--- config.mk ---
export PLATFORM = sky130hd
export DESIGN_NAME = spi_master_ctrl
export DESIGN_NICKNAME = d
export VERILOG_FILES = /design/src/rtl/spi_master_ctrl.sv
export SDC_FILE = /design/constraint.sdc
export NUM_CORES = 1
export LEC_CHECK = 0
export CORE_ASPECT_RATIO = 0.8
export CORE_UTILIZATION = 52
export CTS_CLUSTER_DIAMETER = 30
export DETAILED_ROUTE_END_ITERATION = 8
export PLACE_DENSITY_LB_ADDON = 0.08
export SYNTH_ARGS = -nofsm -noshare
export SYNTH_HDL_FRONTEND = slang
export SYNTH_SLANG_ARGS = --single-unit
--- constraint.sdc ---
create_clock -name clk -period 1.75 [get_ports clk]
set_input_delay 0.175 -clock clk [delete_from_list [all_inputs] [get_ports clk]]
set_output_delay 0.175 -clock clk [all_outputs]
set_load 0.05 [all_outputs]
--- src/rtl/spi_master_ctrl.sv ---
// rtl/spi_master_ctrl.sv - SPI master serializing 11-bit memory command frames, capturing read data on MISO
// Frame = {cmd[1], cmd, tx_data}, MSB first; rd-data frames append an 8-bit capture window.
module spi_master_ctrl #(
    parameter int RX_START   = 11,
    parameter int GAP_CYCLES = 1
) (
    input  logic       clk,
    input  logic       rst_n,
    input  logic       start,
    input  logic [1:0] cmd,
    input  logic [7:0] tx_data,
    input  logic       MISO,
    output logic       MOSI,
    output logic       SS_n,
    output logic       busy,
    output logic       done,
    output logic [7:0] rx_data,
    output logic       rx_valid
);

    localparam int CNT_W = $clog2(RX_START + GAP_CYCLES + 9);
    localparam logic [CNT_W-1:0] LAST_TX  = CNT_W'(10);
    localparam logic [CNT_W-1:0] CAP_FRST = CNT_W'(RX_START);
    localparam logic [CNT_W-1:0] CAP_LAST = CNT_W'(RX_START + 7);
    localparam logic [CNT_W-1:0] GAP_LAST = CNT_W'(GAP_CYCLES - 1);

    typedef enum logic [1:0] {IDLE, SEND, RECV, GAP} state_t;

    state_t           state_q, state_d;
    logic [CNT_W-1:0] cnt_q, cnt_d;
    logic [10:0]      shift_q, shift_d;
    logic             rd_q, rd_d;
    logic             mosi_q, mosi_d;
    logic             ss_n_q, ss_n_d;
    logic             done_q, done_d;
    logic             rx_valid_q, rx_valid_d;
    logic [7:0]       rx_sh_q, rx_sh_d;
    logic [7:0]       rx_data_q, rx_data_d;
    logic [10:0]      frame;

    assign frame = {cmd[1], cmd, tx_data};

    always_comb begin
        state_d    = state_q;
        cnt_d      = cnt_q;
        shift_d    = shift_q;
        rd_d       = rd_q;
        mosi_d     = 1'b0;
        ss_n_d     = 1'b1;
        done_d     = 1'b0;
        rx_valid_d = 1'b0;
        rx_sh_d    = rx_sh_q;
        rx_data_d  = rx_data_q;
        case (state_q)
            IDLE: begin
                if (start) begin
                    // Bit 10 goes straight to MOSI; the remainder waits in the shifter.
                    mosi_d  = frame[10];
                    shift_d = {frame[9:0], 1'b0};
                    rd_d    = (cmd == 2'b11);
                    ss_n_d  = 1'b0;
                    cnt_d   = '0;
                    state_d = SEND;
                end
            end
            SEND: begin
                cnt_d = cnt_q + 1'b1;
                if (cnt_q == LAST_TX) begin
                    if (rd_q) begin
                        ss_n_d  = 1'b0;
                        state_d = RECV;
                    end else begin
                        done_d  = 1'b1;
                        cnt_d   = '0;
                        state_d = GAP;
                    end
                end else begin
                    ss_n_d  = 1'b0;
                    mosi_d  = shift_q[10];
                    shift_d = {shift_q[9:0], 1'b0};
                end
            end
            RECV: begin
                cnt_d  = cnt_q + 1'b1;
                ss_n_d = 1'b0;
                if (cnt_q >= CAP_FRST) begin
                    rx_sh_d = {rx_sh_q[6:0], MISO};
                end
                if (cnt_q == CAP_LAST) begin
                    rx_data_d  = {rx_sh_q[6:0], MISO};
                    rx_valid_d = 1'b1;
                    done_d     = 1'b1;
                    ss_n_d     = 1'b1;
                    cnt_d      = '0;
                    state_d    = GAP;
                end
            end
            GAP: begin
                cnt_d = cnt_q + 1'b1;
                if (cnt_q == GAP_LAST) begin
                    cnt_d   = '0;
                    state_d = IDLE;
                end
            end
            default: state_d = IDLE;
        endcase
    end

    always_ff @(posedge clk) begin
        if (!rst_n) begin
            state_q    <= IDLE;
            cnt_q      <= '0;
            shift_q    <= '0;
            rd_q       <= 1'b0;
            mosi_q     <= 1'b0;
            ss_n_q     <= 1'b1;
            done_q     <= 1'b0;
            rx_valid_q <= 1'b0;
            rx_sh_q    <= '0;
            rx_data_q  <= '0;
        end else begin
            state_q    <= state_d;
            cnt_q      <= cnt_d;
            shift_q    <= shift_d;
            rd_q       <= rd_d;
            mosi_q     <= mosi_d;
            ss_n_q     <= ss_n_d;
            done_q     <= done_d;
            rx_valid_q <= rx_valid_d;
            rx_sh_q    <= rx_sh_d;
            rx_data_q  <= rx_data_d;
        end
    end

    assign MOSI     = mosi_q;
    assign SS_n     = ss_n_q;
    assign busy     = (state_q != IDLE);
    assign done     = done_q;
    assign rx_valid = rx_valid_q;
    assign rx_data  = rx_data_q;

endmodule

# After elaboration in Yosys (flattened, before gate mapping)
# Cells that the tools add are included.
[word_totals]
input_bits = 14
wordCells = 57
reg_bits = 38
output_inout_bits = 13
[op_classes]
n_lt_le_gt_ge = 1
mux = 24
eq_ne = 11
reduce_logical = 10
n_addsub = 1
[op_table]
columns = ["op", "n"]
rows = [
  ["2-to-1 mux 5 bit", 5],
  ["2-to-1 mux 11 bit", 2],
  ["one-hot mux 11 bit (2 select lines)", 1],
  ["one-hot mux 5 bit (4 select lines)", 1],
  ["inequality test 2 bit, second input constant", 5],
  ["2-to-1 mux 2 bit", 4],
  ["one-hot mux 2 bit (4 select lines)", 1],
  ["AND reduction 2 bit", 4],
  ["2-to-1 mux 1 bit", 7],
  ["equality test 2 bit, second input constant", 3],
  ["adder 5 x 1 -> 5 bit, second input constant", 1],
  ["equality test 5 x 4 -> 1 bit, second input constant", 1],
  ["equality test 5 bit, second input constant", 1],
  ["greater-or-equal comparator 5 x 4 -> 1 bit, second input constant", 1],
  ["zero test 5 bit", 1],
  ["one-hot mux 1 bit (2 select lines)", 2],
  ["AND reduction 4 bit", 1],
  ["nonzero test 2 bit", 2],
  ["one-hot mux 1 bit (3 select lines)", 1],
  ["AND reduction 3 bit", 1],
  ["equality test 2 x 1 -> 1 bit, second input constant", 1],
  ["zero test 2 bit", 1],
]

# Depth between registers and ports, before layout
[logic_depth]
word_depth = 4
mapped_depth = 8

# Least setup slack after synthesis
# No wires, ideal clock.
[synth_path]
kind = "reg-to-reg"
start = "register state_q[0]"
end = "register cnt_q[2]"
setup_slack_ns = 0.118
t_arrival_ns = 1.517
required_time_ns = 1.635
stages_incl_launch_ff = 7
cell_sequence = "dfxtp_1 inv_1 ha_1 clkbuf_1 inv_1 a31o_2 nor2_1"
[synth_via]
elab_chain_cells = 2
elab_cells_between_ends = 6
cone_classes = "eq/ne: 4; mux: 1; reduce/logical: 1"
[synth_rtl]
columns = ["element", "line_no", "source"]
rows = [
  ["start, declared", "29", "state_t state_q, state_d;"],
  ["start signal, assigned", "122", "state_q <= state_d;"],
  ["equality test 2 bit, or another cell as far along", "54", "case (state_q)"],
  ["one-hot mux 5 bit (4 select lines) / inequality test 2 bit (equally long branches)", "-", ""],
  ["end signal, assigned", "123", "cnt_q <= cnt_d;"],
  ["end, declared", "30", "logic [CNT_W-1:0] cnt_q, cnt_d;"],
]
# Several ways; a longest one is shown, not always the timed one.
# A chain may end at the register's enable or synchronous reset.

# Final worst setup path
[layout_path]
start = "register state_q[0]"
end = "register rx_data_q[6], in the netlist rx_data[6]"
[layout_via]
elab_chain_cells = 2
[layout_rtl]
columns = ["element", "line_no", "source"]
rows = [
  ["equality test 2 bit", "54", ""],
  ["AND reduction 2 bit (no line)", "-", ""],
  ["end signal, assigned", "131", "rx_data_q <= rx_data_d;"],
  ["end, declared", "38", "logic [7:0] rx_data_q, rx_data_d;"],
]
# Every way passes these cells.

==> reports/qor.yml <==
status:
  status: "finished, final reports clean"
global_routing:
  antenna_found_initial: 0
  grt_pass1_vias: 1254
  grt_max_degree: 13
  grt_usage_pct: 21.5
  overflow: 0
  grt_pass1_wl_um: 5450
power:
  p_per_area_nw_per_um2: 1390
  vdd_drop_max_mv: 0.939
  pwr-share-clk_pct: 28.0
  total_power_mw: 3.10
  p_leak_nw: 0.936
  swShare_pct: 33.4
  internal_power_mw: 2.06
  p_comb_share_pct: 37.2
  p_sw_mw: 1.03
  p_seq_share_pct: 34.8
clocking:
  cts.htree.levels: 2
  cts_tree: "yes"
  clkLatencyLatePin_ps: 290
  path_clk_slew_ps: 70
  clockRootBuffer: "clkbuf_8"
  cts_buffers: 5
  hold_buffers: 0
  cts.sinks: 37
  cts_max_path_buffers: 2
timing:
  tns_ps: 0
  fin_skew_ps: 2.20
  period_minus_slack_ps: 1640
  clock.fmax_ghz: 0.611
  slew_violations: 0
  whs_ps: 476
  fin_crit_sh_pct: 93.6
  timing.slew.headroom_pct: 66.6
  rsz0062_at_grt: "no"
  tightest_slew_ps: 500
  setup_viol: 0
  finalHoldViolations: 0
  setup_ws_ps: 112
worst_setup_path:
  cpMostUsedCell: "inv_1"
  cp_slowest_cell: "dfxtp_2"
  crit_chain: "inv_1, ha_1, inv_1, or2_2, buf_4, mux2i_1, nor2_1"
  cp_max_fo: 9
  crit_type: "reg2reg"
  rr_endpoint: "rx_data[6]"
  cp_slowest_stage_delay_ps: 350
  crit_path_end_kind: "register"
  crit_arrival_ps: 1830
  ff2ff_setup_slack_ps: 110
  start_kind: "register"
  rr_worst_depth: 7
  worst_ep_required_time_ps: 1940
  r2r_start: "state_q[0]"
yosys:
  synthFlopType: "dfxtp_1"
  async_flop_share_pct: 0
  synthCells: 173
  synthTopCellsByCount: "dfxtp_1, mux2i_1, nor2_1"
  post-synth-top-count-cell: "dfxtp_1"
  synth_edf_count: 0
  synth_top_area_share_pct: 43.5
  ys_seq_area_share_pct: 43.5
  syn_area_um2: 1700
  yosysTopAreaCell: "dfxtp_1"
  synthesis.nets: 195
  avgSynthCellArea_um2: 9.84
  synthTopCellsByArea: "dfxtp_1, mux2i_1, ha_1, nor2_1, a211oi_1"
  ys_ff_latch: 37
  yosysWarnings: 0
  synthDistinctLibCells: 38
die:
  core_area_um2: 3110
  die_y_um: 53.2
  dieArea_um2: 3510
  die_w_um: 66.0
  num_io_pins: 27
  initial_core_util_pct: 54.8
  row_count: 18
placed_design:
  io_buffers: 26
  place_congestion: 0.779
  dp_slack_ps: -86.4
  place_hpwl_um: 2470
  place_area_um2: 2060
  dp.cells: 242
drt:
  wl_per_cell_um: 13.6
  first_iter_violations: 38
  drc: 0
  ant_nets: 0
  drt-vias-per-instance: 5.38
  wl_um: 3420
  drt_pass1_iterations: 4
  vias: 1350
finish:
  instances_no_fill: 251
  multi_input_area_um2: 906
  regArea_um2: 746
  fin_area_um2: 2220
  nFillCells: 253
  syn2layout_area_growth_pct: 30.5
  layout.nets: 232
  antenna_cells: 0
  final_util_pct: 71.5
  drive_above_1_share_pct: 18.5
worst_hold_path:
  min_from: "rx_sh_q[6]"
  hold_end: "rx_sh_q[6]"
  hold_depth: 2
  hold_class: "reg2reg"
run:
  drv_cap: 0
registers in the layout (all words and copies together) (netlist names):
signal / flops
rd_q: 1
rx_valid: 1
state_q: 2
rx_data: 8
done: 1
SS_n: 1
cnt_q: 5
rx_sh_q: 7
MOSI: 1
shift_q: 10
cell families (layout without fill, tap and decap cells):
logic type                 Yosys count  after routing  synth area share, %
AOI/OAI and AO/OA                   23             23                 11.5
xor gates and xnor gates             3              3                 1.54
adders and majority gates            8              8                 5.88
buffers and inverters               15             53                 4.34
DFF                                 37             37                 43.5
muxes                               27             27                 15.9
and+or+nand+nor                     60             60                 17.4
power by group through the flow:
stage | registers (mW) | logic [mW] | clock network, mW
3_5_place_dp | 1.08 | 1.10 | 0
3_3_place_gp | 1.08 | 1.07 | 0
2_1_floorplan | 1.10 | 0.770 | 0
4_1_cts | 1.07 | 1.13 | 0.887
5_1_grt | 1.10 | 1.25 | 0.920
6_report | 1.08 | 1.15 | 0.867
area by class of cell:
class	instances	share of cell area, %
clock inverter	3	2.93
clock buffer	5	3.10
tap	40	2.25
timing repair buffer	38	16.2
multi-input combinational	121	40.8
sequential	37	33.6
inverter	7	1.18
routing by layer:
metal	up-vias	routed length (um)	share of wire (%)	track usage (%)
met4	0	37	1.1	11.3
met1	643	1610	47	24.2
met5	-	0	0	0
met3	6	135	4.0	5.82
li1	676	-	-	-
met2	25	1630	48	37.4
placed cells by master, fill, tap and decap left out, types with 3 or more instances in the layout:
cell type	netlist	routed
dfxtp_1	37	33
a211oi_1	8	7
ha_1	8	6
buf_4	0	12
nand2_1	15	15
clkdlybuf4s50_1	0	25
mux2i_1	27	27
dfxtp_2	0	4
clkbuf_8	0	5
nand3_1	7	7
nor2b_1	4	4
nor2_1	23	23
inv_1	7	5
a21oi_1	3	3
critical path: cells and delay by family, from the launching register on:
kind | cells | cell delay, ps
adders and majority gates | 1 | 240
buffers and inverters | 3 | 420
DFF | 1 | 350
muxes | 1 | 160
and+or+nand+nor | 2 | 360
how the worst max path moves through the flow:
stage	startpoint	endpoint	slack, ps	depth (start not counted)
3_5_place_dp	cnt_q[0]	cnt_q[1]	-90	6
6_report	state_q[0]	rx_data[6]	110	7
4_1_cts	state_q[0]	busy	10	5
3_3_place_gp	cnt_q[0]	cnt_q[2]	30	6
2_1_floorplan	state_q[0]	cnt_q[2]	120	6
5_1_grt	cnt_q[0]	state_q[0]	40	6
repair_timing:
action / 4_1_cts / 5_1_grt
resized for setup: 6 / 6
endpoints found under the hold margin: 0 / 0
buffers inserted: 0 / 1
setup endpoints to repair: 5 / 16
pin swaps: 0 / 1
No activity file was read; power rests on OpenSTA's default activity.
